### src/rtl/ufm_pkg.sv
// ufm_pkg: shared states, op/error codes and CSR bit positions for the UFM CSR sequencer.
package ufm_pkg;
  typedef enum logic [3:0] {
    S_IDLE, S_WP_WR, S_WP_RD, S_WP_CHK, S_CMD_WR, S_POLL_RD, S_POLL_CHK,
    S_END_WR, S_IDLE_RD, S_IDLE_CHK, S_PROT_WR, S_DONE, S_ERR
  } state_e;
  typedef enum logic [1:0] {
    OP_SECTOR_ERASE, OP_PAGE_ERASE, OP_UNPROTECT, OP_PROTECT_ALL
  } op_e;
  localparam logic [2:0] ERR_NONE    = 3'd0;
  localparam logic [2:0] ERR_WP      = 3'd1;
  localparam logic [2:0] ERR_ERASE   = 3'd2;
  localparam logic [2:0] ERR_TIMEOUT = 3'd3;
  localparam logic [2:0] ERR_SECTOR  = 3'd4;
  localparam int CT_SEC_LSB  = 20;
  localparam int CT_WP_LSB   = 23;
  localparam int ST_OK_BIT   = 4;
  localparam int ST_WP_LSB   = 5;
  localparam logic [31:0] CTRL_RESET = 32'hFFFF_FFFF;
  // Sector s (1-based) owns WP bit CT_WP_LSB + s - 1.
  function automatic logic [31:0] ctrl_wp_clear(input logic [31:0] c, input logic [2:0] s);
    return c & ~(32'd1 << (5'(CT_WP_LSB - 1) + 5'(s)));
  endfunction
endpackage

### src/rtl/ufm_csr_port.sv
// ufm_csr_port: single-cycle CSR strobes with a mandatory idle gap, read-latency pipe and readdata capture.
module ufm_csr_port
  import ufm_pkg::*;
#(
  parameter int READ_LATENCY = 1
) (
  input  logic        clk,
  input  logic        rst,
  input  logic        req_rd,
  input  logic        req_wr,
  input  logic [31:0] wdata,
  output logic        ack,
  output logic [31:0] rdata,
  output logic        csr_addr,
  output logic        csr_read,
  output logic        csr_write,
  output logic [31:0] csr_writedata,
  input  logic [31:0] csr_readdata
);
  logic [READ_LATENCY:0] rd_pipe_q;
  logic                  gap_q;
  logic [31:0]           wdata_q;
  logic [31:0]           rdata_q;
  logic                  free;
  // The top pipe bit marks the cycle after capture, when rdata is usable.
  always_comb begin
    free          = !gap_q && rd_pipe_q == '0;
    csr_read      = req_rd && free;
    csr_write     = req_wr && free && !req_rd;
    csr_addr      = csr_write;
    csr_writedata = csr_write ? wdata : wdata_q;
    ack           = csr_write || rd_pipe_q[READ_LATENCY];
    rdata         = rdata_q;
  end
  always_ff @(posedge clk) begin
    if (rst) begin
      rd_pipe_q <= '0;
      gap_q     <= 1'b0;
      wdata_q   <= CTRL_RESET;
      rdata_q   <= '0;
    end else begin
      rd_pipe_q <= {rd_pipe_q[READ_LATENCY-1:0], csr_read};
      gap_q     <= csr_read || csr_write;
      if (csr_write) wdata_q <= wdata;
      if (rd_pipe_q[READ_LATENCY-1]) rdata_q <= csr_readdata;
    end
  end
endmodule

### src/rtl/ufm_csr_sequencer.sv
// ufm_csr_sequencer: runs erase / unprotect / re-protect operations on the MAX10 UFM CSR slave.
module ufm_csr_sequencer
  import ufm_pkg::*;
#(
  parameter int SECTOR_COUNT   = 5,
  parameter int READ_LATENCY   = 1,
  parameter int TIMEOUT_CYCLES = 2000000,
  parameter int REPROTECT      = 1
) (
  input  logic        clk,
  input  logic        rst,
  input  logic        start,
  input  logic [1:0]  op,
  input  logic [2:0]  sector,
  input  logic [19:0] page_addr,
  output logic        busy,
  output logic        done,
  output logic        error,
  output logic [2:0]  err_code,
  output logic        csr_addr,
  output logic        csr_read,
  output logic        csr_write,
  output logic [31:0] csr_writedata,
  input  logic [31:0] csr_readdata
);
  localparam int TW = $clog2(TIMEOUT_CYCLES + 1);
  // Give up as soon as one more poll round could no longer finish inside the budget.
  localparam int TMO_LIM = TIMEOUT_CYCLES > READ_LATENCY + 3 ? TIMEOUT_CYCLES - READ_LATENCY - 3 : 0;
  localparam logic [TW-1:0] TMO_LAST = TMO_LIM[TW-1:0];
  localparam logic [2:0] SEC_MAX = SECTOR_COUNT[2:0];
  state_e        state_q, state_d;
  op_e           op_q, op_d;
  logic [2:0]    sec_q, sec_d;
  logic [19:0]   page_q, page_d;
  logic [31:0]   shadow_q, shadow_d;
  logic [2:0]    code_q, code_d;
  logic          seen_busy_q, seen_busy_d;
  logic [TW-1:0] tmo_q, tmo_d;
  logic          req_rd, req_wr, ack;
  logic [31:0]   wdata, rdata;
  logic          st_busy, st_ok, st_wp, tmo_hit, bad_sec, unused_rdata;
  ufm_csr_port #(.READ_LATENCY(READ_LATENCY)) u_port (
    .clk(clk), .rst(rst), .req_rd(req_rd), .req_wr(req_wr), .wdata(wdata),
    .ack(ack), .rdata(rdata), .csr_addr(csr_addr), .csr_read(csr_read),
    .csr_write(csr_write), .csr_writedata(csr_writedata), .csr_readdata(csr_readdata)
  );
  assign st_busy      = rdata[1:0] != 2'b00;
  assign st_ok        = rdata[ST_OK_BIT];
  assign st_wp        = rdata[5'(ST_WP_LSB - 1) + 5'(sec_q)];
  assign tmo_hit      = tmo_q >= TMO_LAST;
  assign bad_sec      = sector == 3'd0 || sector > SEC_MAX;
  assign unused_rdata = ^{rdata[31:10], rdata[3:2]};
  assign busy         = !(state_q inside {S_IDLE, S_DONE, S_ERR});
  assign done         = state_q == S_DONE;
  assign error        = state_q == S_ERR;
  assign err_code     = code_q;
  always_comb begin
    state_d     = state_q;
    op_d        = op_q;
    sec_d       = sec_q;
    page_d      = page_q;
    shadow_d    = shadow_q;
    code_d      = code_q;
    seen_busy_d = seen_busy_q;
    tmo_d       = tmo_q + 1'b1;
    req_rd      = 1'b0;
    req_wr      = 1'b0;
    wdata       = shadow_q;
    case (state_q)
      S_IDLE: if (start) begin
        op_d    = op_e'(op);
        sec_d   = sector;
        page_d  = page_addr;
        code_d  = (op != OP_PROTECT_ALL && bad_sec) ? ERR_SECTOR : ERR_NONE;
        state_d = op == OP_PROTECT_ALL ? S_PROT_WR : bad_sec ? S_ERR : S_WP_WR;
      end
      S_WP_WR: begin
        req_wr = 1'b1;
        wdata  = ctrl_wp_clear(shadow_q, sec_q);
        if (ack) begin
          shadow_d = wdata;
          state_d  = S_WP_RD;
        end
      end
      S_WP_RD: begin
        req_rd  = 1'b1;
        state_d = ack ? S_WP_CHK : S_WP_RD;
      end
      S_WP_CHK: begin
        code_d  = st_wp ? ERR_WP : code_q;
        state_d = st_wp ? S_END_WR : op_q == OP_UNPROTECT ? S_DONE : S_CMD_WR;
      end
      S_CMD_WR: begin
        req_wr = 1'b1;
        wdata  = op_q == OP_PAGE_ERASE ? {shadow_q[31:CT_WP_LSB], 3'b111, page_q}
                                       : {shadow_q[31:CT_WP_LSB], sec_q, shadow_q[CT_SEC_LSB-1:0]};
        if (ack) begin
          shadow_d    = wdata;
          seen_busy_d = 1'b0;
          tmo_d       = '0;
          state_d     = S_POLL_RD;
        end
      end
      S_POLL_RD: begin
        req_rd  = 1'b1;
        state_d = ack ? S_POLL_CHK : S_POLL_RD;
      end
      S_POLL_CHK: begin
        seen_busy_d = seen_busy_q || st_busy;
        if (!st_busy && (seen_busy_q || st_ok)) begin
          code_d  = st_ok ? code_q : ERR_ERASE;
          state_d = S_END_WR;
        end else if (tmo_hit) begin
          code_d  = ERR_TIMEOUT;
          state_d = S_END_WR;
        end else begin
          state_d = S_POLL_RD;
        end
      end
      S_END_WR: begin
        req_wr = 1'b1;
        wdata  = {shadow_q[31:CT_WP_LSB], 23'h7F_FFFF};
        if (ack) begin
          shadow_d = wdata;
          tmo_d    = '0;
          state_d  = S_IDLE_RD;
        end
      end
      S_IDLE_RD: begin
        req_rd  = 1'b1;
        state_d = ack ? S_IDLE_CHK : S_IDLE_RD;
      end
      S_IDLE_CHK: begin
        if (!st_busy) begin
          state_d = (REPROTECT != 0 || code_q != ERR_NONE) ? S_PROT_WR : S_DONE;
        end else if (tmo_hit) begin
          code_d  = code_q != ERR_NONE ? code_q : ERR_TIMEOUT;
          state_d = S_PROT_WR;
        end else begin
          state_d = S_IDLE_RD;
        end
      end
      S_PROT_WR: begin
        req_wr = 1'b1;
        wdata  = shadow_q | (32'h1F << CT_WP_LSB);
        if (ack) begin
          shadow_d = wdata;
          state_d  = code_q != ERR_NONE ? S_ERR : S_DONE;
        end
      end
      default: state_d = S_IDLE;
    endcase
  end
  always_ff @(posedge clk) begin
    if (rst) begin
      state_q     <= S_IDLE;
      op_q        <= OP_SECTOR_ERASE;
      sec_q       <= '0;
      page_q      <= '0;
      shadow_q    <= CTRL_RESET;
      code_q      <= ERR_NONE;
      seen_busy_q <= 1'b0;
      tmo_q       <= '0;
    end else begin
      state_q     <= state_d;
      op_q        <= op_d;
      sec_q       <= sec_d;
      page_q      <= page_d;
      shadow_q    <= shadow_d;
      code_q      <= code_d;
      seen_busy_q <= seen_busy_d;
      tmo_q       <= tmo_d;
    end
  end
endmodule

### config.mk
export PLATFORM = sky130hd
export DESIGN_NAME = ufm_csr_sequencer
export DESIGN_NICKNAME = d
export VERILOG_FILES = /design/src/rtl/ufm_pkg.sv /design/src/rtl/ufm_csr_port.sv /design/src/rtl/ufm_csr_sequencer.sv
export SDC_FILE = /design/constraint.sdc
export NUM_CORES = 1
export LEC_CHECK = 0
export BUFFER_PORTS_ARGS = -buffer_cell sky130_fd_sc_hd__buf_2
export CORE_MARGIN = 10
export CORE_UTILIZATION = 34
export DETAILED_ROUTE_END_ITERATION = 16
export GPL_TIMING_DRIVEN = 0
export PLACE_DENSITY_LB_ADDON = 0.08
export SLEW_MARGIN = 20
export SYNTH_ARGS = -nofsm -noshare
export SYNTH_HDL_FRONTEND = slang
export SYNTH_SLANG_ARGS = --single-unit
export TNS_END_PERCENT = 100
### constraint.sdc
create_clock -name clk -period 6.7 [get_ports clk]
set_clock_uncertainty 0.2 [all_clocks]
set_input_delay 0 -clock clk [delete_from_list [all_inputs] [get_ports clk]]
set_output_delay 0 -clock clk [all_outputs]
set_load 0.01 [all_outputs]
* Word level (Yosys, flattened, before mapping) *
Cells that the tools add are included.

word-level totals
  logic and storage cells = 132
  output and inout bits = 41
  register bits after elaboration = 153
  bits of input ports = 60

operators by class
  equality and inequality tests = 27
  bitwise operators = 4
  add/subtract/negate cells = 3
  mux-type cells = 44
  order comparisons = 3
  reduce and logical (&&, ||, !) cells = 36
  shift-type cells = 1

operator list
  kind                   number
  $pmux 32 s4            2
  $mux 32                3
  $mux 23                2
  $pmux 4 s11            1
  $mux 21                2
  $mux 4                 9
  $and 32x32->32         1
  $not 32->32            1
  $shl 1x5->32 const A   1
  $mux 3                 10
  $mux 28                1
  $add 21x1->21 const B  1
  $ge 21x21->1 const B   1
  $eq 4x4->1 const B     5
  $ne 2x2->1 const B     10
  $reduce_and 5->1       4
  $eq 4x3->1 const B     4
  $pmux 3 s4             1
  $reduce_bool 3->1      4
  $mux 2                 5
  $eq 4x2->1 const B     2
  $reduce_and 8->1       1
  $logic_and 1x1->1      6
  $lt 4x6->1 const B     1
  22 further kinds       40

* Depth between registers and ports, before layout *
Gate-level depths: netlist (run 1).

  depth in word-level cells = 8
  mapped depth = 8
  gate-level depth less buffers = 7

* Cells and area by module *
Synthesis (run 1) repeated with hierarchy kept, for this count alone.

unflattened totals
  cell total of the unflattened synthesis = 888
  area, all modules = 7450.9 µm²

modules (own cells, without submodules)
  module             sequential area each (µm²)  area an instance (µm²)  times used  cells each
  ufm_csr_sequencer  1721.7                      4505.6                  1           596
  ufm_csr_port       1341.3                      2945.3                  1           292

* Worst setup path before layout (run 1) *
OpenSTA, ideal clock, no wires.

  path type = register to register
  start point = register sec_q[1]
  end point = register u_port.wdata_q[25]
  clock period less this slack = 2.288 ns
  library setup time = 0.120 ns
  arrival = 1.968 ns
  stages on the path, launching flop included = 9
  required time = 6.380 ns
  path slack = 4.412 ns
  path buffers = 1
  cell sequence = dfxtp_1 clkbuf_1 inv_1 ha_1 nor2b_1 nand2_1 o21ai_0 a211oi_1 a211o_1

on the way
  longest elaborated chain between the ends = 6

ends and longest elaborated chain
  element                 RTL line                  RTL
  from (decl)             ufm_csr_sequencer.sv:33   logic [2:0] sec_q, sec_d;
  from (signal assigned)  ufm_csr_sequencer.sv:158  sec_q <= '0;
  from (signal assigned)  ufm_csr_sequencer.sv:167  sec_q <= sec_d;
  $add 5x3->5             ufm_pkg.sv:22             return c & ~(32'd1 << (5'(CT_WP_LSB - 1) + 5'(s)));
  $shl 1x5->32            ufm_pkg.sv:22
  $not 32->32             ufm_pkg.sv:22
  $and 32x32->32          ufm_pkg.sv:22
  $pmux 32 s4             ufm_csr_sequencer.sv:69   case (state_q)
  $mux 32                 -
  to (signal assigned)    ufm_csr_port.sv:44        if (csr_write) wdata_q <= wdata;
  to (decl)               ufm_csr_port.sv:22        logic [31:0] wdata_q;

Every way passes these cells.
A chain may end at the register's enable or synchronous reset.

* Final worst setup path (run 1) *
  start point = register u_port.rd_pipe_q[1]
  end point = output port csr_writedata[4]

on the way
  longest elaborated chain between the ends = 5

ends and longest elaborated chain
  element                          RTL line                 RTL
  from (decl)                      ufm_csr_port.sv:20       logic [READ_LATENCY:0] rd_pipe_q;
  from (signal assigned)           ufm_csr_port.sv:42       rd_pipe_q <= {rd_pipe_q[READ_LATENCY-1:0], csr_read};
  $logic_not 2->1                  ufm_csr_port.sv:27       free = !gap_q && rd_pipe_q == '0;
  $logic_and 1x1->1                ufm_csr_port.sv:27
  $logic_and 1x1->1 (2 in series)  ufm_csr_port.sv:29       csr_write = req_wr && free && !req_rd;
  $mux 32                          -
  to (decl)                        ufm_csr_sequencer.sv:23  output logic [31:0] csr_writedata,

Every way passes these cells.

==> results.sh, run 1 <==
export IMPL_status="finished, final reports clean"
export IMPL_drt_total_wl_um=21100
export IMPL_crit_slowest_cell="nor3_2"
export IMPL_min_from="csr_readdata[1]"
export IMPL_drive_above_1_share=0.182
export IMPL_start_util=0.345
export IMPL_cts_buffers=17
export IMPL_syn_inst=784
export IMPL_grt_use_total=0.173
export IMPL_io_buffer_count=77
export IMPL_drt_iter0_drc=448
export IMPL_drc_errors=0
export IMPL_relSlewSlack=0.344
export IMPL_timing_final_ws_setup_ps=3480
export IMPL_num_io_pins=101
export IMPL_slowest_delay_ps=850
export IMPL_synth_edf_count=0
export IMPL_r2r_start="sec_q[1]$_SDFFE_PP0P_"
export IMPL_vdd_ir_drop_max_mv=0.248
export IMPL_yosysWarnings=0
export IMPL_pre_cts_ws_ps=3970
export IMPL_ys_flop_type="dfxtp_1"
export IMPL_combinationalPowerShare=0.497
export IMPL_place_inst=1095
export IMPL_htreeDepth=4
export IMPL_rsz0062_at_grt="false"
export IMPL_grt_pass1_wl_um=34100
export IMPL_antenna_cells=0
export IMPL_stdcell_count=1164
export IMPL_die_h_um=158
export IMPL_area_growth_pct=25.6
export IMPL_num_vias=6316
export IMPL_final_core_util=0.434
export IMPL_yosysTopAreaCell="dfxtp_1"
export IMPL_cts_tree="yes"
export IMPL_wire_per_inst_um=18.2
export IMPL_worst_pin_slew_ps=979
export IMPL_worst_path_max_fanout=10
export IMPL_tns_ps=0
export IMPL_dieArea_mm2=0.0249
export IMPL_n_fill_cell=1880
export IMPL_p_leak_nw=3.03
export IMPL_cp_arrival_ps=3020
export IMPL_finalCritPeriodShare=0.481
export IMPL_nets=980
export IMPL_setup_violations=0
export IMPL_p_sw_frac=0.441
export IMPL_antenna_found_initial=0
export IMPL_power_mw=3.87
export IMPL_syn_area_mm2=0.00646
export IMPL_avgSynthCellArea_um2=8.23
export IMPL_grt_remaining_overflow=0
export IMPL_core_mm2=0.0187
export IMPL_root_buffer="clkbuf_16"
export IMPL_crit_type="flip-flop to primary output"
export IMPL_regArea_mm2=0.00262
export IMPL_p_int_mw=2.16
export IMPL_ys_async_sr_fraction=0
export IMPL_crit_required_ps=6500
export IMPL_hold_class="primary input to flip-flop"
export IMPL_cellPowerDensity_mw_per_mm2=477
export IMPL_row_count=50
export IMPL_antenna_left=0
export IMPL_mappedNetlistNets=847
export IMPL_min_to="u_port.rdata[1]$_SDFFE_PP0P_"
export IMPL_synthTopCellsByArea="dfxtp_1, nand2_1, o21ai_0"
export IMPL_firstDrtPassIters=5
export IMPL_postCtsHoldBufs=37
export IMPL_cts_num_sinks=131
export IMPL_holdPathStages=4
export IMPL_synth_top_cell_area_share=0.406
export IMPL_multiInputGateArea_mm2=0.00347
export IMPL_crit_top_cell="clkbuf_1"
export IMPL_post_cts_setup_buffers=0
export IMPL_regToRegSetupSlack_ps=3990
export IMPL_seqPwrFrac=0.256
export IMPL_viasPerCell=5.43
export IMPL_slew_viol_final=0
export IMPL_cts_resized=0
export IMPL_grt_pass1_vias=6343
export IMPL_synthDistinctLibCells=78
export IMPL_worst_setup_path_end_kind="primary output"
export IMPL_yosysSeqAreaShare=0.406
export IMPL_grt_max_degree=17
export IMPL_min_period_ps=3220
export IMPL_hold_viol=0
export IMPL_reg2reg_to="u_port.wdata_q[25]$_SDFF_PP1_"
export IMPL_die_w_um=158
export IMPL_r2r_cells=8
export IMPL_switchingPower_mw=1.71
export IMPL_start_kind="flip-flop"
export IMPL_fmax_ghz=0.310
export IMPL_place_congestion=0.875
export IMPL_path_clk_slew_ps=60
export IMPL_synth_seq_cells=131
export IMPL_clk_latency_ps=420
export IMPL_worstPathCellList="clkbuf_1, nor3_2, nand2_2, clkbuf_1, o21ai_0, buf_2"
export IMPL_maxCapViolCount=0
export IMPL_power_frac_clock=0.247
export IMPL_hpwl_um=15700
export IMPL_clock_path_buffers=2
==> cell usage in the layout (no fill, tap or decap), types with 13 or more instances in the layout <==
cell type      Yosys  routed
dfxtp_1          131     131
buf_2             23     100
nand2_1           97      97
o21ai_0           69      69
nor2_1            60      60
a21oi_1           56      56
dlygate4sd3_1      0      37
clkbuf_1          34      34
o22ai_1           34      34
o211ai_1          22      22
mux2i_1           18      18
clkbuf_16          0      17
inv_1             16      16
o21ai_1           13      13
xor2_1            13      13
nand3_1           13      13
==> synth_stat cells (all sizes together), types with 5 or more instances <==
cell	instances
nor3	11
a21oi	57
o22ai	34
nor2	62
or3	9
nand2b	10
nand4	11
clkbuf	34
mux2i	18
and3	7
o311a	5
nand3	14
a31oi	8
o211ai	22
a21o	10
xor2	13
a221o	8
dfxtp	131
o21ai	85
nor4	5
inv	16
a211oi	9
nand2	98
nor2b	8
buf	33
a211o	6
==> metrics by stage <==
step	cell area, µm²	hold WS [ps]
floorplan	6460	-64.0
global placement	7130	33.9
detailed placement	7130	43.4
CTS	8110	145
global route	8110	154
finish	8110	149
==> worst max-delay path, delay by kind of cell (launching register included) <==
family / cells / cell delay (ps)
AO/OA/AOI/OAI: 1 / 360
AND/OR/NAND/NOR: 2 / 1170
buffers and inverters: 3 / 760
flip-flops: 1 / 300
==> power groups by stage <==
stage	clock network, mW	logic, mW	registers [mW]
after floorplan	0	1.27	0.983
after global placement	0	1.89	1.00
after detailed placement	0	1.90	1.00
after CTS	0.975	1.92	0.989
after global routing	1.01	2.12	1.00
final	0.956	1.92	0.991
==> worst max-delay path by stage <==
stage,from,endpoint,slack (ps),cells past startpoint
after CTS,state_q[1]$_SDFFE_PP0P_,csr_writedata[1],3500,8
after detailed placement,state_q[1]$_SDFFE_PP0P_,csr_writedata[1],3970,8
final,u_port.rd_pipe_q[1]$_SDFF_PP0_,csr_writedata[4],3480,6
after global placement,state_q[1]$_SDFFE_PP0P_,csr_writedata[1],3960,8
after global routing,u_port.rd_pipe_q[1]$_SDFF_PP0_,csr_writedata[4],3270,6
after floorplan,sec_q[1]$_SDFFE_PP0P_,u_port.wdata_q[25]$_SDFF_PP1_,4410,8
==> cells by family (layout without fill, tap and decap cells) <==
family / Yosys count / in the layout / synth area share
xor gates and xnor gates: 16 / 16 / 0.0217
buffers and inverters: 83 / 229 / 0.0562
adders and majority gates: 3 / 3 / 0.00581
DFF: 131 / 131 / 0.406
AOI/OAI and AO/OA: 273 / 273 / 0.274
and+or+nand+nor: 258 / 258 / 0.202
muxes: 20 / 20 / 0.0349
==> layout make-up <==
type | count | share of cell area
buffer | 67 | 0.0373
tap | 234 | 0.0361
multi-input combinational | 570 | 0.428
clock inverter | 14 | 0.0205
timing repair buffer | 114 | 0.0932
clock buffer | 18 | 0.0541
inverter | 16 | 0.00741
sequential | 131 | 0.323
==> layer usage <==
metal	share of wire	global-route usage	up-vias
met5	0	0	-
met4	0.018	0.0606	0
met3	0.041	0.0388	22
met2	0.47	0.278	147
met1	0.47	0.222	3027
li1	-	-	3120
Note: power is estimated with default switching activity, not from simulation.
==> run 2: changes to the inputs <==
- clock period: 6.7 -> 3 ns (I/O delays scaled with it)
==> run 2 against run 1 <==
Die area did not move. Clock power increased by 120%. Non-clock buffer count is 4 higher. Utilization rose by 0.45 points. Clock-buffer cell count unchanged. Largest power group unchanged. Highest routed layer unchanged.
==> results.sh, run 2 (synthesis results as in run 1) <==
export IMPL_grt_pass1_wl_um=34100
export IMPL_nets=984
export IMPL_area_growth_pct=26.9
export IMPL_power_mw=8.76
export IMPL_multiInputGateArea_mm2=0.00351
export IMPL_drive_above_1_share=0.194
export IMPL_cts_buffers=17
export IMPL_min_from="csr_readdata[1]"
export IMPL_crit_family="simple AND/OR/NAND/NOR gates"
export IMPL_pre_cts_ws_ps=267
export IMPL_final_common_cell="dfxtp_1"
export IMPL_dieArea_mm2=0.0249
export IMPL_antenna_cells=0
export IMPL_num_vias=6351
export IMPL_regArea_mm2=0.00262
export IMPL_fmax_ghz=0.353
export IMPL_drt_total_wl_um=21300
export IMPL_start_util=0.345
export IMPL_crit_slowest_cell="dfxtp_1"
export IMPL_worstPathCellList="clkbuf_4, inv_1, ha_1, nand2_1, o311a_1, nor4_2, nor2_1, buf_2"
export IMPL_core_mm2=0.0187
export IMPL_cp_arrival_ps=2630
export IMPL_min_period_ps=2830
export IMPL_viasPerCell=5.44
export IMPL_antenna_found_initial=0
export IMPL_num_io_pins=101
export IMPL_stdcell_count=1168
export IMPL_rsz0062_at_grt="false"
export IMPL_hold_viol=0
export IMPL_grt_remaining_overflow=0
export IMPL_setup_violations=0
export IMPL_place_congestion=0.875
export IMPL_antenna_left=0
export IMPL_grt_max_degree=17
export IMPL_cts_tree="yes"
export IMPL_root_buffer="clkbuf_16"
export IMPL_firstDrtPassIters=5
export IMPL_relSlewSlack=0.478
export IMPL_tns_ps=0
export IMPL_final_cell_mix="dfxtp_1, buf_2, nand2_1"
export IMPL_slowest_delay_ps=430
export IMPL_status="finished, final reports clean"
export IMPL_slew_viol_final=0
export IMPL_p_leak_nw=3.06
export IMPL_start_kind="flip-flop"
export IMPL_cts_num_sinks=131
export IMPL_timing_final_ws_setup_ps=171
export IMPL_wire_per_inst_um=18.2
export IMPL_row_count=50
export IMPL_grt_use_total=0.173
export IMPL_grt_pass1_vias=6355
export IMPL_worst_path_max_fanout=10
export IMPL_n_fill_cell=1870
export IMPL_vdd_ir_drop_max_mv=0.558
export IMPL_drt_iter0_drc=398
export IMPL_critical_path_buf_inv_count=3
export IMPL_finalCritPeriodShare=0.943
export IMPL_io_buffer_count=77
export IMPL_path_clk_slew_ps=60
export IMPL_clock_path_buffers=2
export IMPL_hold_class="primary input to flip-flop"
export IMPL_r2r_start="u_port.rd_pipe_q[0]$_SDFF_PP0_"
export IMPL_cellPowerDensity_mw_per_mm2=1070
export IMPL_crit_type="flip-flop to primary output"
export IMPL_final_core_util=0.438
export IMPL_cp_startpoint="sec_q[1]$_SDFFE_PP0P_"
export IMPL_drc_errors=0
export IMPL_die_h_um=158
export IMPL_htreeDepth=4
export IMPL_worst_pin_slew_ps=783
export IMPL_maxCapViolCount=0
export IMPL_worst_setup_path_end_kind="primary output"
export IMPL_place_inst=1095
export IMPL_hpwl_um=15700
export IMPL_die_w_um=158
export IMPL_clk_latency_ps=430
export IMPL_crit_required_ps=2800
run 2: changes by cell type in the layout (fill, tap and decap cells not counted), sizes merged:
cell / before / now
clkbuf: 52 / 51
buf: 110 / 115
run 2: tightest hold or removal path: stages:
cell and delay, ps:
dlygate4sd3_1 520, buf_2 90, mux2i_1 50, nor2_1 70
run 2: final timing paths:
| path | slack [ps] | depth (start not counted) | endpoint |
|---|---|---|---|
| max | 170 | 8 | csr_writedata[16] |
| min | 150 | 4 | u_port.rdata[1]$_SDFFE_PP0P_ |
| max reg2reg | 440 | 6 | flip-flop |
| min reg2reg | 250 | 1 | tmo_q[0]$_SDFF_PP0_ |
run 2: area by class of cell:
type / instances / area share
flip-flops and latches: 131 / 0.320
repair buffers: 119 / 0.0968
well taps: 234 / 0.0357
plain buffers: 66 / 0.0373
clock buffers: 18 / 0.0536
multi-input cells: 570 / 0.429
inverters: 16 / 0.00733
clock inverters: 14 / 0.0203
run 2: repair_timing:
item,CTS,global route
pin swaps,1,2
resized for setup,4,13
endpoints found under the setup margin,26,29
setup buffers,1,4
hold buffers,37,0
endpoints found under the hold margin,37,0
run 2: stage by stage:
stage          area, µm²  hold WS [ps]
5_1_grt             8190           155
6_report            8190           147
3_5_place_dp        7130          43.4
3_3_place_gp        7130          33.9
4_1_cts             8130           145
2_1_floorplan       6460         -64.0
run 2: power by group:
group	internal (mW)	leakage [nW]	switching [mW]
sequential	2.04	1.07	0.187
combinational	1.58	1.71	2.82
clock	1.27	0.288	0.862
run 2: per-layer routing:
layer / vias to the layer above / wire length [µm] / track usage
li1: 3131 / - / -
met1: 3041 / 9920 / 0.222
met2: 150 / 10000 / 0.279
met3: 29 / 942 / 0.0345
met4: 0 / 400 / 0.0695
met5: - / 0 / 0
==> run 3: changes to the inputs <==
- SYNTH_HIERARCHICAL: default -> 1
- TNS_END_PERCENT: 100 -> 5
==> run 3 against run 2 <==
The flow now finishes with violations (negative setup slack). Global-route usage down 1.4 points. Sequential power decreased by 7%. Clock power rose by 3%. Sequential share of layout area fell by 2.1 points. Clock-buffer cell count rose by 4. Utilization rose by 1.5 points. First-iteration DRC count grew 1.0%. Non-clock buffer count up 8.
==> results.sh, run 3 <==
export IMPL_status="complete, but fails checks"
export IMPL_violations="negative setup slack"
export IMPL_syn_area_mm2=0.00670
export IMPL_grt_max_degree=17
export IMPL_critical_path_buf_inv_count=5
export IMPL_vdd_ir_drop_max_mv=0.404
export IMPL_dieArea_mm2=0.0257
export IMPL_placed_area_mm2=0.00748
export IMPL_timing_final_ws_setup_ps=-88.1
export IMPL_num_vias=6109
export IMPL_start_kind="flip-flop"
export IMPL_mappedNetlistNets=883
export IMPL_maxCapViolCount=0
export IMPL_slowest_delay_ps=320
export IMPL_multiInputGateArea_mm2=0.00381
export IMPL_core_mm2=0.0194
export IMPL_stdcell_count=1248
export IMPL_relSlewSlack=0.569
export IMPL_cts_tree="yes"
export IMPL_grt_use_total=0.160
export IMPL_min_period_ps=3090
export IMPL_firstDrtPassIters=5
export IMPL_tns_ps=-254
export IMPL_setup_violations=3
export IMPL_row_count=51
export IMPL_hpwl_um=14900
export IMPL_yosysWarnings=6
export IMPL_crit_slowest_cell="dfxtp_2"
export IMPL_worst_setup_path_end_kind="flip-flop"
export IMPL_cp_startpoint="state_q[2]$_SDFFE_PP0P_"
export IMPL_start_util=0.345
export IMPL_final_core_util=0.453
export IMPL_wire_per_inst_um=16.5
export IMPL_path_clk_slew_ps=60
export IMPL_die_h_um=160
export IMPL_antenna_found_initial=0
export IMPL_fmax_ghz=0.324
export IMPL_avgSynthCellArea_um2=8.17
export IMPL_p_leak_nw=3.33
export IMPL_antenna_left=0
export IMPL_clock_path_buffers=2
export IMPL_antenna_cells=0
export IMPL_cp_arrival_ps=3190
export IMPL_nets=1033
export IMPL_htreeDepth=4
export IMPL_hold_class="primary input to flip-flop"
export IMPL_syn_inst=820
export IMPL_final_cell_mix="nand2_1, dfxtp_1, nor2_1"
export IMPL_area_growth_pct=31.1
export IMPL_place_congestion=0.824
export IMPL_place_inst=1163
export IMPL_worstPathCellList="buf_6, clkbuf_16, clkbuf_16, mux2_4, o32ai_4, and3b_2, buf_12, or2_4, buf_12, nor2_2, a22oi_1, o211ai_1, nor2_2, a22o_1"
export IMPL_crit_family="simple AND/OR/NAND/NOR gates"
export IMPL_viasPerCell=4.90
export IMPL_drive_above_1_share=0.230
export IMPL_io_buffer_count=78
export IMPL_worst_path_max_fanout=5
export IMPL_crit_type="flip-flop to flip-flop"
export IMPL_clk_latency_ps=420
export IMPL_cts_num_sinks=131
export IMPL_grt_pass1_vias=6017
export IMPL_drt_iter0_drc=402
export IMPL_final_cell_area_mm2=0.00878
export IMPL_crit_required_ps=3100
export IMPL_n_fill_cell=1984
export IMPL_grt_pass1_wl_um=33400
export IMPL_drt_total_wl_um=20600
export IMPL_root_buffer="clkbuf_16"
export IMPL_regArea_mm2=0.00263
export IMPL_grt_remaining_overflow=0
export IMPL_cellPowerDensity_mw_per_mm2=841
export IMPL_hold_viol=0
export IMPL_drc_errors=0
export IMPL_die_w_um=160
export IMPL_worst_pin_slew_ps=647
export IMPL_final_common_cell="nand2_1"
export IMPL_min_from="csr_readdata[8]"
export IMPL_rsz0062_at_grt="true"
export IMPL_cts_buffers=17
export IMPL_num_io_pins=101
export IMPL_r2r_start="state_q[2]$_SDFFE_PP0P_"
export IMPL_slew_viol_final=0
export IMPL_finalCritPeriodShare=1.03
run 3: worst min-delay path, delay by kind of cell:
kind          cells  cell delay [ps]
simple gates      1               70
mux               1               50
buf+inv           2              610
run 3: per-stage QoR:
step,hold slack [ps],power [mW],worst slack [ps]
after floorplan,-64.0,4.10,-23.1
after global placement,39.6,4.83,-654
after detailed placement,42.8,4.82,-593
after CTS,134,7.32,-124
after global routing,173,7.81,-233
final,157,7.38,-88.1
run 3: report_power, final:
part / leakage (nW) / switching [mW] / internal, mW
sequential: 1.07 / 0.145 / 1.93
combinational: 1.96 / 1.72 / 1.40
clock: 0.297 / 0.805 / 1.38
total: 3.33 / 2.67 / 4.72
run 3: path summary, 6_finish.rpt:
| check | end | slack (ps) | depth (start not counted) |
|---|---|---|---|
| setup reg to reg | state_q[2]$_SDFFE_PP0P_ | -90 | 14 |
| hold reg to reg | page_q[18]$_SDFFE_PP0P_ | 250 | 2 |
| hold / removal | u_port/rdata[8]$_SDFFE_PP0P_ | 160 | 4 |
| setup / recovery | state_q[2]$_SDFFE_PP0P_ | -90 | 14 |
run 3: what timing repair did:
action                     in CTS  in global routing
hold buffers                   41                  0
setup endpoints to repair      85                 89
pin swaps                       3                 11
buffers inserted               14                  3
resized for setup              24                 31
hold endpoints to repair       42                  0
run 3: area by class of cell:
class,instances,share of cell area
multi-input cells,614,0.434
flip-flops and latches,131,0.299
repair buffers,136,0.107
clock buffers,22,0.0540
plain buffers,57,0.0453
well taps,265,0.0378
clock inverters,10,0.0170
inverters,13,0.00556
run 3: per-layer routing:
layer / vias up / wire length [µm] / track usage
met1: 2813 / 10400 / 0.224
li1: 3151 / - / -
met4: 0 / 194 / 0.0396
met5: - / 0 / 0
met3: 13 / 925 / 0.0345
met2: 132 / 9100 / 0.242
